==> config.mk <==
export PLATFORM = sky130hd
export DESIGN_NAME = inst_fetch_stepper
export DESIGN_NICKNAME = d
export VERILOG_FILES = /design/src/rtl/inst_fetch_stepper.sv
export SDC_FILE = /design/constraint.sdc
export NUM_CORES = 1
export LEC_CHECK = 0
export CAP_MARGIN = 20
export CORE_ASPECT_RATIO = 1.5
export CORE_UTILIZATION = 30
export CTS_BUF_LIST = sky130_fd_sc_hd__clkbuf_16
export CTS_CLUSTER_SIZE = 8
export DETAILED_ROUTE_END_ITERATION = 8
export HOLD_SLACK_MARGIN = 0.06
export PLACE_DENSITY = 0.55
export SETUP_SLACK_MARGIN = 0.15
export SLEW_MARGIN = 20
export SYNTH_ARGS = -nofsm -noshare
export SYNTH_HDL_FRONTEND = slang
export SYNTH_SLANG_ARGS = --single-unit
==> constraint.sdc <==
create_clock -name Clk -period 2.8 [get_ports Clk]
set_input_delay 0.56 -clock Clk [delete_from_list [all_inputs] [get_ports Clk]]
set_output_delay 0.56 -clock Clk [all_outputs]
set_load 0.02 [all_outputs]
==> src/rtl/inst_fetch_stepper.sv <==
// Clk-synchronous instruction-fetch stepper: debounced single-step or free-run PC
// advance, latency-tolerant ROM fetch, byte-wise LED view of the fetched word.
`timescale 1ns/1ps

// state    | meaning
// ST_FETCH | present PC to ROM, arm latency counter, Inst_valid low
// ST_WAIT  | count down ROM latency, capture Rom_data on the last cycle
// ST_READY | Inst_code valid for PC; a step request (or queued one) advances PC
module inst_fetch_stepper #(
    parameter int ADDR_W     = 8,
    parameter int DEB_CYCLES = 131072,
    parameter int RUN_DIV    = 50000000,
    parameter int MEM_LAT    = 1
) (
    input  logic              Clk,
    input  logic              Rst,
    input  logic              Button,
    input  logic              Run,
    input  logic [1:0]        Select,
    output logic [ADDR_W-3:0] Rom_addr,
    input  logic [31:0]       Rom_data,
    output logic [31:0]       PC,
    output logic [31:0]       Inst_code,
    output logic              Inst_valid,
    output logic [7:0]        LED
);

    localparam int DEB_W = $clog2(DEB_CYCLES + 1);
    localparam int DIV_W = $clog2(RUN_DIV);
    localparam logic [DEB_W-1:0]  DEB_RELOAD = DEB_W'(DEB_CYCLES - 1);
    localparam logic [DIV_W-1:0]  DIV_LAST   = DIV_W'(RUN_DIV - 1);
    localparam logic [3:0]        LAT_LOAD   = 4'(MEM_LAT);
    localparam logic [ADDR_W-1:0] PC_STEP    = ADDR_W'(4);

    typedef enum logic [1:0] {ST_FETCH, ST_WAIT, ST_READY} state_t;

    state_t            state;
    logic [ADDR_W-1:0] pc_r;
    logic [3:0]        lat_cnt;
    logic              pending;

    logic              btn_meta, btn_sync, deb_level, deb_prev;
    logic [DEB_W-1:0]  deb_cnt;
    logic [DIV_W-1:0]  div_cnt;
    logic              run_tick, step_req;

    // Debounced level only follows the synchronised button after DEB_CYCLES
    // consecutive disagreeing samples; any agreeing sample restarts the count.
    always_ff @(posedge Clk or posedge Rst) begin
        if (Rst) begin
            btn_meta  <= 1'b0;
            btn_sync  <= 1'b0;
            deb_level <= 1'b0;
            deb_prev  <= 1'b0;
            deb_cnt   <= DEB_RELOAD;
            div_cnt   <= '0;
        end else begin
            btn_meta <= Button;
            btn_sync <= btn_meta;
            deb_prev <= deb_level;
            if (btn_sync == deb_level) begin
                deb_cnt <= DEB_RELOAD;
            end else if (deb_cnt == '0) begin
                deb_level <= btn_sync;
                deb_cnt   <= DEB_RELOAD;
            end else begin
                deb_cnt <= deb_cnt - DEB_W'(1);
            end
            if (!Run || run_tick)
                div_cnt <= '0;
            else
                div_cnt <= div_cnt + DIV_W'(1);
        end
    end

    assign run_tick = Run && (div_cnt == DIV_LAST);
    assign step_req = Run ? run_tick : (deb_level & ~deb_prev);

    always_ff @(posedge Clk or posedge Rst) begin
        if (Rst) begin
            state      <= ST_FETCH;
            pc_r       <= '0;
            lat_cnt    <= '0;
            pending    <= 1'b0;
            Inst_code  <= '0;
            Inst_valid <= 1'b0;
        end else begin
            case (state)
                ST_FETCH: begin
                    lat_cnt    <= LAT_LOAD;
                    Inst_valid <= 1'b0;
                    if (step_req) pending <= 1'b1;
                    state <= ST_WAIT;
                end
                ST_WAIT: begin
                    if (step_req) pending <= 1'b1;
                    // Capture on the final latency cycle so Inst_valid rises MEM_LAT+1 edges after FETCH.
                    if (lat_cnt <= 4'd1) begin
                        Inst_code  <= Rom_data;
                        Inst_valid <= 1'b1;
                        state      <= ST_READY;
                    end else begin
                        lat_cnt <= lat_cnt - 4'd1;
                    end
                end
                ST_READY: begin
                    if (step_req || pending) begin
                        pc_r       <= pc_r + PC_STEP;
                        pending    <= 1'b0;
                        Inst_valid <= 1'b0;
                        state      <= ST_FETCH;
                    end
                end
                default: state <= ST_FETCH;
            endcase
        end
    end

    assign Rom_addr = pc_r[ADDR_W-1:2];
    assign PC       = 32'(pc_r);

    always_comb begin
        LED = Inst_code[7:0];
        case (Select)
            2'd0: LED = Inst_code[7:0];
            2'd1: LED = Inst_code[15:8];
            2'd2: LED = Inst_code[23:16];
            2'd3: LED = Inst_code[31:24];
            default: LED = Inst_code[7:0];
        endcase
    end

endmodule
* Yosys cells after proc, flatten, opt, wreduce, memory -nomap -nowiden
Cells that the tools add are included.
Storage, ports and cells: register bits 96, output and inout bits 79, word-level logic and storage cells 64
Operators by class: add/sub/neg operators 4, order comparisons 1, eq/ne operators 11, multiplexer cells 15, bitwise operators 3, reductions and logical operators 18
Operators by type and width (number):
- 18-bit 2-to-1 mux | 2
- 8-bit case mux with 4 select lines | 1
- 26-bit by 1-bit adder with 26-bit output (second input constant) | 1
- 26-bit == test (second input constant) | 1
- 26-bit 2-to-1 mux | 1
- 18-bit zero test | 1
- 18-bit by 1-bit subtractor with 18-bit output (second input constant) | 1
- 2-bit AND reduction | 5
- 8-bit by 3-bit adder with 8-bit output (second input constant) | 1
- 4-bit case mux with 2 select lines | 1
- 2-bit == test (second input constant) | 3
- 2-bit != test (second input constant) | 3
- 2-bit case mux with 3 select lines | 1
- 3-bit AND reduction | 2
- 2-bit by 1-bit == test with 1-bit output (second input constant) | 2
- 4-bit by 1-bit <= comparator with 1-bit output (second input constant) | 1
- 2-bit zero test | 2
- 1-bit 2-to-1 mux | 4
- 2-bit 2-to-1 mux | 2
- 4-bit 2-to-1 mux | 1
- 2-bit nonzero test | 2
- 4-bit by 1-bit subtractor with 4-bit output (second input constant) | 1
- 1-bit case mux with 3 select lines | 1
- 3-bit nonzero test | 1
- 9 further kinds | 11

* Longest topological paths before layout
depth after elaboration 6, mapped depth 9

* Worst setup path before layout
Ideal clock, no wire load.
kind input-to-output, from input port Select[0], to output port LED[0], data arrival time 1.593 ns, data required time 2.240 ns, setup slack 0.647 ns, cell stages on the path 2, path through clkbuf_1 > mux4_2
Between the ends: longest elaborated chain between the ends 2, elaborated cells between the ends (all ways) 5, classes of those cells eq/ne: 3; mux: 1; reduce/logical: 1
Ends and longest elaborated chain:
- start, declared | line 19 | input logic [1:0] Select,
- 2-bit == test (tied with other cells) | line 124 | case (Select)
- 8-bit case mux with 4 select lines (*) | line 124
- end, declared | line 25 | output logic [7:0] LED
Every way passes the cells marked *; elsewhere a longest branch is shown, timed or not.

* Worst setup path in the final report
Same ends and word-level chain as after synthesis.

==> impl_metrics.tcl <==
set metrics [dict create \
    worst_setup_path_end_kind "output pin" \
    post-route-drc-count 0 \
    r2r_end "pc_r[3]$_DFFE_PP0P_" \
    clkTransAtPathRegs_ps 60 \
    die_h_microns 155 \
    synth_top_area_share_pct 41.3 \
    dp.cells 683 \
    synth_area_per_cell_sq_um 11.6 \
    hpwl_mm 7.12 \
    wl_per_cell_microns 13.8 \
    syn-cell-area_sq_um 4660 \
    setup_viol 0 \
    antenna_cells 0 \
    synth_top_area_cell "dfrtp_1" \
    slowest_stage "clkdlybuf4s50_1" \
    initial_core_util_pct 30.8 \
    grtUsageTotal_pct 12.6 \
    finalMaxSlewViolations 0 \
    power_leakage_nw 2.43 \
    drive_above_1_share_pct 21.8 \
    max_cap_violations 0 \
    synth_seq_cells 94 \
    cp.required_ps 2240 \
    status "complete, no violations" \
    synthFlopType "dfrtp_1" \
    die-area_sq_um 16100 \
    synth.yosys.seq_area_share_pct 50.9 \
    cts_setup_buffers 0 \
    worstSkewPairLatency_ps 340 \
    portBuffers 90 \
    fin_ws_ps 214 \
    stdcell_area_sq_um 6020 \
    clockBufferDepth 2 \
    drt_iter0_markers 142 \
    crit_chain "clkdlybuf4s50_1, buf_4, mux4_2, clkdlybuf4s15_1" \
    tightest_slew_ps 842 \
    criticalPathCategory "primary input to output pin" \
    wl_mm 9.62 \
    ys_top_cells_by_area "dfrtp_1, dfstp_2, mux2_2, buf_4, xor2_1" \
    async_flop_share_pct 100 \
    relSlewSlack_pct 43.3 \
    finalHoldViolCount 0 \
    grt-busiest-layer "met2" \
    cp_max_fo 2 \
    rrSetupSlack_ps 760 \
    routed_via_density 4.62 \
    hold_class "flop to flop" \
    synthTopCellsByCount "dfrtp_1, nor2_1, mux2_2" \
    grt_max_degree 35 \
    cts.sinks 94 \
    rows 55 \
    syn_inst 401 \
    gp_congestion 0.762 \
    cts_root_buffer "clkbuf_16" \
    vdd_drop_max_mv 0.295 \
    cts_max_level 3 \
    ioPinCount 117 \
    synth.most_common_cell "dfrtp_1" \
    period_needed_ps 2590 \
    core_area_sq_um 15100 \
    fmax_mhz 387 \
    grt_use_met2_pct 22.6 \
    rr_startpoint "div_cnt[10]$_DFF_PP0_" \
    grt-ovfl-total 0 \
    antenna_found_initial 0 \
    arrival_ps 2030 \
    ys_warn_count 0 \
    fin_nets 538 \
    first_pass_iters 4 \
    cts_buffers 9 \
    rr_worst_depth 5 \
    grtUsageMet1_pct 14.7 \
    clock_skew_ps 14.0 \
    hold_depth 0 \
    place_ws_ps -44.5 \
    hold_start "btn_meta$_DFF_PP0_" \
    fin_cells 699 \
    grt_pass1_wl_mm 16.2 \
    period_share_pct 92.4 \
    start_kind "primary input" \
    grt_use_met3_pct 3.12 \
    synth_edf_count 0 \
    ant_nets 0 \
    vias 3232 \
    place_area_sq_um 5730 \
    ys_types 50 \
    whs_endpoint "btn_sync$_DFF_PP0_" \
    cellPowerDensity_nw_per_um2 488 \
    cts_tree "built" \
    synthToLayoutAreaGrowth_pct 29.1 \
    rsz0062_at_grt "no" \
    cpPeakStageDelay_ps 530 \
    grt_pass1_vias 3372 \
    die_w_microns 104 \
]
==> registers in the layout (all words and copies together), names as in the netlist <==
signal and count:
Inst_code 32, div_cnt 26, deb_cnt 18, pc_r 6, lat_cnt 4, state 2
Inst_valid 1, btn_meta 1, btn_sync 1, deb_level 1, deb_prev 1, pending 1
==> layout by cell type (no fill, tap or decap), types with 9 or more instances in the layout <==
| cell type | n |
|---|---|
| buf_4 | 9 |
| clkbuf_16 | 9 |
| clkdlybuf4s50_1 | 82 |
| conb_1 | 26 |
| dfrtp_1 | 77 |
| dfstp_2 | 17 |
| mux2_2 | 34 |
| nand2_1 | 26 |
| nand2_2 | 10 |
| nand3_1 | 14 |
| nand4_1 | 9 |
| nor2_1 | 39 |
| xnor2_1 | 20 |
| xor2_1 | 24 |
==> kinds of logic (layout without fill, tap and decap cells) <==
| logic type | Yosys count | count (layout) | share of synthesized area, % |
|---|---|---|---|
| buf+inv | 51 | 125 | 7.35 |
| other cells | 1 | 26 | 0.0804 |
| fa+ha+maj | 5 | 5 | 1.34 |
| simple gates | 146 | 146 | 17.5 |
| mux | 42 | 42 | 12.1 |
| flops | 94 | 94 | 50.9 |
| compound gates | 18 | 18 | 2.55 |
| xor+xnor | 44 | 44 | 8.26 |
==> report_power, final <==
part           switching [mW]  internal, mW
clock network           0.512         0.687
registers              0.0312          1.39
logic                   0.158         0.155
total                   0.702          2.24
==> layer usage <==
layer,wire length [microns],vias to the layer above
met1,3950,1601
met4,145,0
li1,-,1507
met3,537,11
met5,0,-
met2,4980,113
==> worst max-delay path, delay by kind of cell <==
kind	cells	cell delay [ps]
buffers and inverters	3	990
muxes	1	480
==> timing repair <==
| item | CTS | global route |
|---|---|---|
| hold buffers | 0 | 0 |
| pin swaps | 0 | 0 |
| resized for setup | 8 | 7 |
| endpoints found under the hold margin | 0 | 0 |
| endpoints found under the setup margin | 8 | 7 |
==> final cells by class <==
class	count	area (sq um)
inverter	7	30.0
timing repair buffer	102	1030
clock buffer	9	225
fill	1533	9120
multi-input combinational	281	2050
sequential	94	2370
tap	199	249
clock inverter	7	66.3
==> metrics by stage <==
step           hold slack, ps  util [%]  power, mW  setup TNS, ps
4_1_cts                   350      39.7       2.98              0
3_5_place_dp              337      37.8       1.77           -238
2_1_floorplan             331         -       1.64              0
6_report                  345      39.8       2.94              0
3_3_place_gp              335      37.8       1.77           -257
5_1_grt                   368      39.8       3.06              0
==> how the worst max path moves through the flow <==
| stage | startpoint | endpoint |
|---|---|---|
| after detailed placement | Select[0] | LED[0] |
| after global routing | Select[0] | LED[2] |
| final | Select[0] | LED[0] |
| after global placement | Select[0] | LED[0] |
| after floorplan | Select[0] | LED[0] |
| after CTS | Select[0] | LED[3] |
No activity file was read; power rests on OpenSTA's default activity.
